File: config.mk
export PLATFORM = sky130hd
export DESIGN_NAME = scroll_shift_serializer
export DESIGN_NICKNAME = d
export VERILOG_FILES = /design/src/rtl/scroll_shift_serializer.sv
export SDC_FILE = /design/constraint.sdc
export NUM_CORES = 1
export LEC_CHECK = 0
export BUFFER_PORTS_ARGS = -buffer_cell sky130_fd_sc_hd__buf_4
export CAP_MARGIN = 10
export CELL_PAD_IN_SITES_DETAIL_PLACEMENT = 1
export CELL_PAD_IN_SITES_GLOBAL_PLACEMENT = 2
export CORE_MARGIN = 2
export CORE_UTILIZATION = 35
export CTS_CLUSTER_DIAMETER = 80
export DETAILED_ROUTE_END_ITERATION = 8
export PLACE_DENSITY_LB_ADDON = 0.1
export SYNTH_ARGS = -nofsm -noshare
export SYNTH_HDL_FRONTEND = slang
export SYNTH_SLANG_ARGS = --single-unit
File: constraint.sdc
create_clock -name clock -period 3.05 [get_ports clock]
set_clock_uncertainty 0.2 [all_clocks]
set_input_delay 0.7625 -clock clock [delete_from_list [all_inputs] [get_ports clock]]
set_output_delay 0.7625 -clock clock [all_outputs]
set_load 0.02 [all_outputs]
File: src/rtl/scroll_shift_serializer.sv
// rtl/scroll_shift_serializer.sv - parallel-load serializer with rate divider, direction and rotate modes
module scroll_shift_serializer #(
    parameter int WIDTH = 12,
    parameter int DIV   = 50_000_000,
    parameter int CNT_W = 26,
    localparam int BL_W = $clog2(WIDTH + 1)
) (
    input  logic             clock,
    input  logic             reset,
    input  logic             enable,
    input  logic             load_valid,
    input  logic [WIDTH-1:0] load_data,
    input  logic             dir,
    input  logic             rotate,
    output logic             load_ready,
    output logic             serial_out,
    output logic             busy,
    output logic             done,
    output logic [WIDTH-1:0] data_q,
    output logic [BL_W-1:0]  bits_left
);

    typedef enum logic {
        S_IDLE = 1'b0,
        S_RUN  = 1'b1
    } state_t;

    localparam logic [CNT_W-1:0] CNT_RELOAD = CNT_W'(DIV - 1);

    state_t            r_state;
    state_t            w_state_next;
    logic [WIDTH-1:0]  r_data;
    logic [CNT_W-1:0]  r_cnt;
    logic [BL_W-1:0]   r_bits;
    logic              r_dir;
    logic              r_rot;
    logic              r_done;

    logic              w_accept;
    logic              w_tick;
    logic              w_final;
    logic              w_fill;
    logic [WIDTH-1:0]  w_shifted;

    // Handshake and tick qualifiers; enable gates only the RUN datapath
    assign w_accept = (r_state == S_IDLE) && load_valid;
    assign w_tick   = (r_state == S_RUN) && enable && (r_cnt == '0);
    assign w_final  = w_tick && (r_bits == BL_W'(1));

    // Next register contents on a tick: the leaving bit recirculates in rotate mode
    always_comb begin
        w_fill    = 1'b0;
        w_shifted = r_data;
        if (r_dir) begin
            w_fill    = r_rot ? r_data[0] : 1'b0;
            w_shifted = {w_fill, r_data[WIDTH-1:1]};
        end else begin
            w_fill    = r_rot ? r_data[WIDTH-1] : 1'b0;
            w_shifted = {r_data[WIDTH-2:0], w_fill};
        end
    end

    // State register
    always_ff @(posedge clock or posedge reset) begin
        if (reset) begin
            r_state <= S_IDLE;
        end else begin
            r_state <= w_state_next;
        end
    end

    // Next-state logic: leave IDLE on acceptance, return after the final tick
    always_comb begin
        w_state_next = r_state;
        case (r_state)
            S_IDLE:  if (w_accept) w_state_next = S_RUN;
            S_RUN:   if (w_final)  w_state_next = S_IDLE;
            default: w_state_next = S_IDLE;
        endcase
    end

    // Datapath: load on acceptance, count down and shift while enabled in RUN
    always_ff @(posedge clock or posedge reset) begin
        if (reset) begin
            r_data <= '0;
            r_cnt  <= '0;
            r_bits <= '0;
            r_dir  <= 1'b0;
            r_rot  <= 1'b0;
        end else if (w_accept) begin
            r_data <= load_data;
            r_cnt  <= CNT_RELOAD;
            r_bits <= BL_W'(WIDTH);
            r_dir  <= dir;
            r_rot  <= rotate;
        end else if ((r_state == S_RUN) && enable) begin
            if (r_cnt != '0) begin
                r_cnt <= r_cnt - CNT_W'(1);
            end else begin
                r_cnt  <= CNT_RELOAD;
                r_bits <= r_bits - BL_W'(1);
                r_data <= w_shifted;
            end
        end
    end

    // One-cycle completion pulse aligned with the return to IDLE
    always_ff @(posedge clock or posedge reset) begin
        if (reset) begin
            r_done <= 1'b0;
        end else begin
            r_done <= w_final;
        end
    end

    assign load_ready = (r_state == S_IDLE);
    assign busy       = (r_state == S_RUN);
    assign done       = r_done;
    assign data_q     = r_data;
    assign bits_left  = r_bits;
    assign serial_out = r_dir ? r_data[0] : r_data[WIDTH-1];

endmodule
======== Word level (Yosys, flattened, before mapping) ========
Cells that the tools add are included.
operators by class
  add/subtract/negate cells ............... 2
  multiply operators ...................... 0
  div/mod/pow operators ................... 0
  order comparisons ....................... 0
  equal/unequal tests ..................... 2
  shift operators ......................... 0
  mux-type cells .......................... 16
  bitwise gates (word level) .............. 1
  reduce and logical (&&, ||, !) cells .... 8
operator list
  kind                                                 number
  2-to-1 mux 26 bit                                    3
  2-to-1 mux 12 bit                                    4
  logical NOT 26 bit                                   1
  nonzero test 26 bit                                  1
  subtractor 26 x 1 -> 26 bit (second input constant)  1
  2-to-1 mux 4 bit                                     3
  2-to-1 mux 1 bit                                     5
  == test 4 x 1 -> 1 bit (second input constant)       1
  logical AND 1 bit                                    4
  subtractor 4 x 1 -> 4 bit (second input constant)    1
  inequality test 2 bit (second input constant)        1
  case mux 1 bit (2 select lines)                      1
  AND reduction 2 bit                                  1
  nonzero test 2 bit                                   1
  inverter 1 bit                                       1
word-level totals
  register bits ........................... 46
  latch bits .............................. 0
  bits in writable memories ............... 0
  bits in read-only memories .............. 0
  output and inout bits ................... 20
  word-level logic and storage cells ...... 36
  memories kept ........................... 0

======== Logic depth before layout (Yosys ltp) ========
  depth in word-level cells ............... 5
  depth in mapped cells ................... 8
  depth with buffers taken out ............ 7

======== Worst setup path before layout ========
Ideal clock, no wire load.
  path type ............................... flip-flop to flip-flop
  start point ............................. register r_cnt[4]
  end point ............................... register r_cnt[11]
  arrival time ............................ 2145 ps
  path slack .............................. 581 ps
  cell stages (with the launch flop) ...... 7
  period minus slack after synthesis ...... 2469 ps
  path through ............................ dfrtp_1 > or4_4 > buf_6 > or3_4 > or3_1 > and3_1 > a211o_1
on the way
  cells in the longest elaborated chain, start to end .. 4
  elaborated cells on any way between the ends .. 5
  those cells by class .................... add/sub: 1; mux: 3; reduce/logical: 1
ends and longest elaborated chain
  what                                                                line    source
  from (decl)                                                         33      logic [CNT_W-1:0] r_cnt;
  from (signal assigned)                                              98      r_cnt <= r_cnt - CNT_W'(1);
  subtractor 26 x 1 -> 26 bit or nonzero test 26 bit (tied branches)  98, 97
  2-to-1 mux 26 bit *                                                 97      if (r_cnt != '0) begin
  2-to-1 mux 26 bit *                                                 96      end else if ((r_state == S_RUN) && enable) begin
  2-to-1 mux 26 bit *                                                 90      end else if (w_accept) begin
Mark *: on every way between the ends. The rest lies on a longest branch, timed or not. The select of a mux whose other input is x is not followed.
A chain may end at the register's enable or synchronous reset.

======== Final worst setup path ========
  start point ............................. register r_cnt[14]
  end point ............................... register r_cnt[11]
on the way
  cells in the longest elaborated chain, start to end .. 4
ends and longest elaborated chain
  what                 line
  nonzero test 26 bit  97
  2-to-1 mux 26 bit    97
  2-to-1 mux 26 bit    96
  2-to-1 mux 26 bit    90
No other way between the ends. The select of a mux whose other input is x is not followed.

==> qor.txt <==
Die height - 86.8 um
Post-route core utilization - 43.3%
# hold bufs at CTS - 0
Vias - 1983
Maximum VDD drop - 0.268 mV
Final hold violation count - 0
Layout cell share with drive strength beyond 1 - 22.4%
Fraction of registers with async set/reset - 100%
Drt pass-1 iters - 4
Part of the power in the clock network - 24.8%
Status - finished clean
Die area - 0.00754 mm^2
Gr usage total - 17.2%
Worst Path Required - 3.03 ns
Placed inst area - 0.00282 mm^2
Sw frac - 32.0%
Combinational power share - 22.5%
Clock Latency Late Sink - 0.29 ns
Ant diodes - 0
CP Launch Type - register
Synth area leader - dfrtp_1
Max Buffers Root-to-Sink - 2
DRT Wirelength - 5.93 mm
Drt via density - 5.23
Initial antenna violation count - 0
RSZ-0062 raised after global routing - no
Number of nets in the layout - 319
Setup bufs post-CTS - 0
Remaining antenna violation count - 0
Dpl hpwl - 4.30 mm
Pleak - 1.31 nW
Mapped Area - 0.00240 mm^2
Switch Pwr - 0.000495 W
Crit-path cells - nor4_1 -> and4b_1 -> buf_4 -> a31o_2 -> nor3_1 -> a211o_1
Wire per inst - 15.6 um
Area grow syn2layout - 21.0%
Starting Density - 35.8%
Hold Path Class - reg2reg
Setup TNS - 0 ns
Yosys Warn Count - 0
Clk root buf - clkbuf_8
Flop pwr share - 52.7%
Yosys cell types - 43
TritonCTS Sinks - 46
F_max - 392 MHz
Post-synth EDFFs - 0
Min Tclk post-route - 2.55 ns
Max cap viols - 0
Post-synthesis sequential area ratio - 47.9%
Period utilization - 83.7%
CTS tree - built
Ys flop type - dfrtp_1
Mapped Cells - 256
Kind of critical path - reg2reg
Global-route wire length before repair - 10.2 mm
Post-route DRC - 0
CTS Buf Count - 5
Final setup vio count - 0
Io pins - 38
Synth Net Count - 277
Final Instance Area - 0.00291 mm^2
Headroom to the max-slew limit - 49.4%
Largest net degree at the start of global routing - 47
Final slew viol count - 0
Crit path max fanout - 10
GP Congestion - 0.702
Share of the synthesized area in the top cell type - 47.9%
Port buffer count - 37
Largest cells by area after synthesis - dfrtp_1 48%, nand2_1 8.8%, mux2i_1 4.6%
Register bit total from synthesis - 46
Core ar. - 0.00672 mm^2
Avg Cell Area, Syn - 9.38 um^2
Die width - 86.8 um
Num rows - 30
H-tree lvl count - 2
Post-CTS Resized - 0
Initial drt markers - 56
Gr ovfl total - 0
Int Power - 0.00105 W
Worst-margin pin slew - 0.757 ns
CTS clk-pin slew, worst paths - 0.09 ns
Worst EP arrival - 2.54 ns
Slowest-stage cell, CP - nor4_1
Max stage delay on crit path - 0.61 ns
Critical Path End Type - register
Pwr Density - 533 mW/mm^2
Vias in the first global route - 2022
==> metrics by stage <==
stage / setup slack [ns] / power, W / hold WS [ns] / cells
floorplan: 0.581 / 0.00106 / 0.245 / 256
global placement: 0.507 / 0.00117 / 0.286 / 371
detailed placement: 0.502 / 0.00118 / 0.274 / 371
CTS: 0.481 / 0.00158 / 0.288 / 379
global route: 0.316 / 0.00166 / 0.332 / 379
finish: 0.497 / 0.00155 / 0.288 / 379
==> final cells by class <==
type                            instances  area [um^2]
Fill cell                             789         3810
Sequential cell                        46         1150
Tap cell                               80          100
Multi-Input combinational cell        190         1170
Clock inverter                          1         5.00
Inverter                                6         22.5
Timing Repair Buffer                   49          368
Clock buffer                            7         86.3
==> placed cells by master, fill, tap and decap left out, drive strengths merged, types with 6 or more instances in the layout <==
master and count:
dfrtp 46, xnor2 8, nand3 12, nor4 6, o211ai 12, buf 49, clkbuf 7, mux2i 11
xor2 10, o21ai 7, nor2 10, nor3 9, nand2 56, inv 6
==> kinds of logic (layout without fill, tap and decap cells) <==
kind of cell,after synthesis,count (layout),synth area share (%)
fa+ha+maj,3,3,1.56
simple gates,121,121,25.3
compound gates,36,36,10.2
buf+inv,20,63,3.44
flops,46,46,47.9
mux,12,12,5.05
xor+xnor,18,18,6.56
==> sequential cells by signal, summed over array words and instances (netlist names) <==
name	flops
r_cnt	26
r_dir	1
data_q	12
busy	1
done	1
bits_left	4
r_rot	1
==> layer usage <==
metal | track usage [%] | wire (um) | share of wire (%) | vias to the layer above
li1 | - | - | - | 976
met1 | 23.6 | 2870 | 48 | 971
met2 | 28.1 | 2790 | 47 | 32
met3 | 3.52 | 222 | 3.7 | 4
met4 | 3.69 | 44 | 0.74 | 0
met5 | 0 | 0 | 0 | -
==> worst max-delay path: cells and delay by family, from the launching register on <==
family | cells | cell delay [ns]
and+or+nand+nor | 3 | 1.12
DFF | 1 | 0.43
buffers and inverters | 1 | 0.22
AOI/OAI and AO/OA | 2 | 0.47
==> synth_stat cells (all sizes together) (2+ instances only) <==
library cell,n
nand2,56
dfrtp,46
nand3,12
o211ai,12
clkbuf,11
mux2i,11
nor2,10
xor2,10
nor3,9
xnor2,8
o21ai,7
inv,6
nor4,6
nand4,5
or3,5
a21oi,3
a31oi,3
and3,3
buf,3
ha,3
o31ai,3
or4,3
a21o,2
and2,2
nand4b,2
nor2b,2
or2,2
==> final timing paths <==
| path | from | to | slack [ns] | cells after the start |
|---|---|---|---|---|
| worst min register to register | r_cnt[16] | r_cnt[16] | 0.29 | 1 |
| worst max-delay path | r_cnt[14] | r_cnt[11] | 0.50 | 6 |
| worst max register to register | r_cnt[14] | r_cnt[11] | 0.50 | 6 |
| max in group asynchronous | reset | r_cnt[16] | 1.80 | 3 |
| worst min-delay path | r_cnt[16] | r_cnt[16] | 0.29 | 1 |
| min in group asynchronous | reset | bits_left[0] | 0.41 | 3 |
==> power groups by stage <==
stage / Sequential [W] / Clock, W / Combinational [W]
floorplan: 0.000805 / 0 / 0.000260
global placement: 0.000825 / 0 / 0.000347
detailed placement: 0.000826 / 0 / 0.000355
CTS: 0.000815 / 0.000408 / 0.000357
global route: 0.000833 / 0.000434 / 0.000398
finish: 0.000816 / 0.000384 / 0.000349
Power figures use the tool's default switching activity.
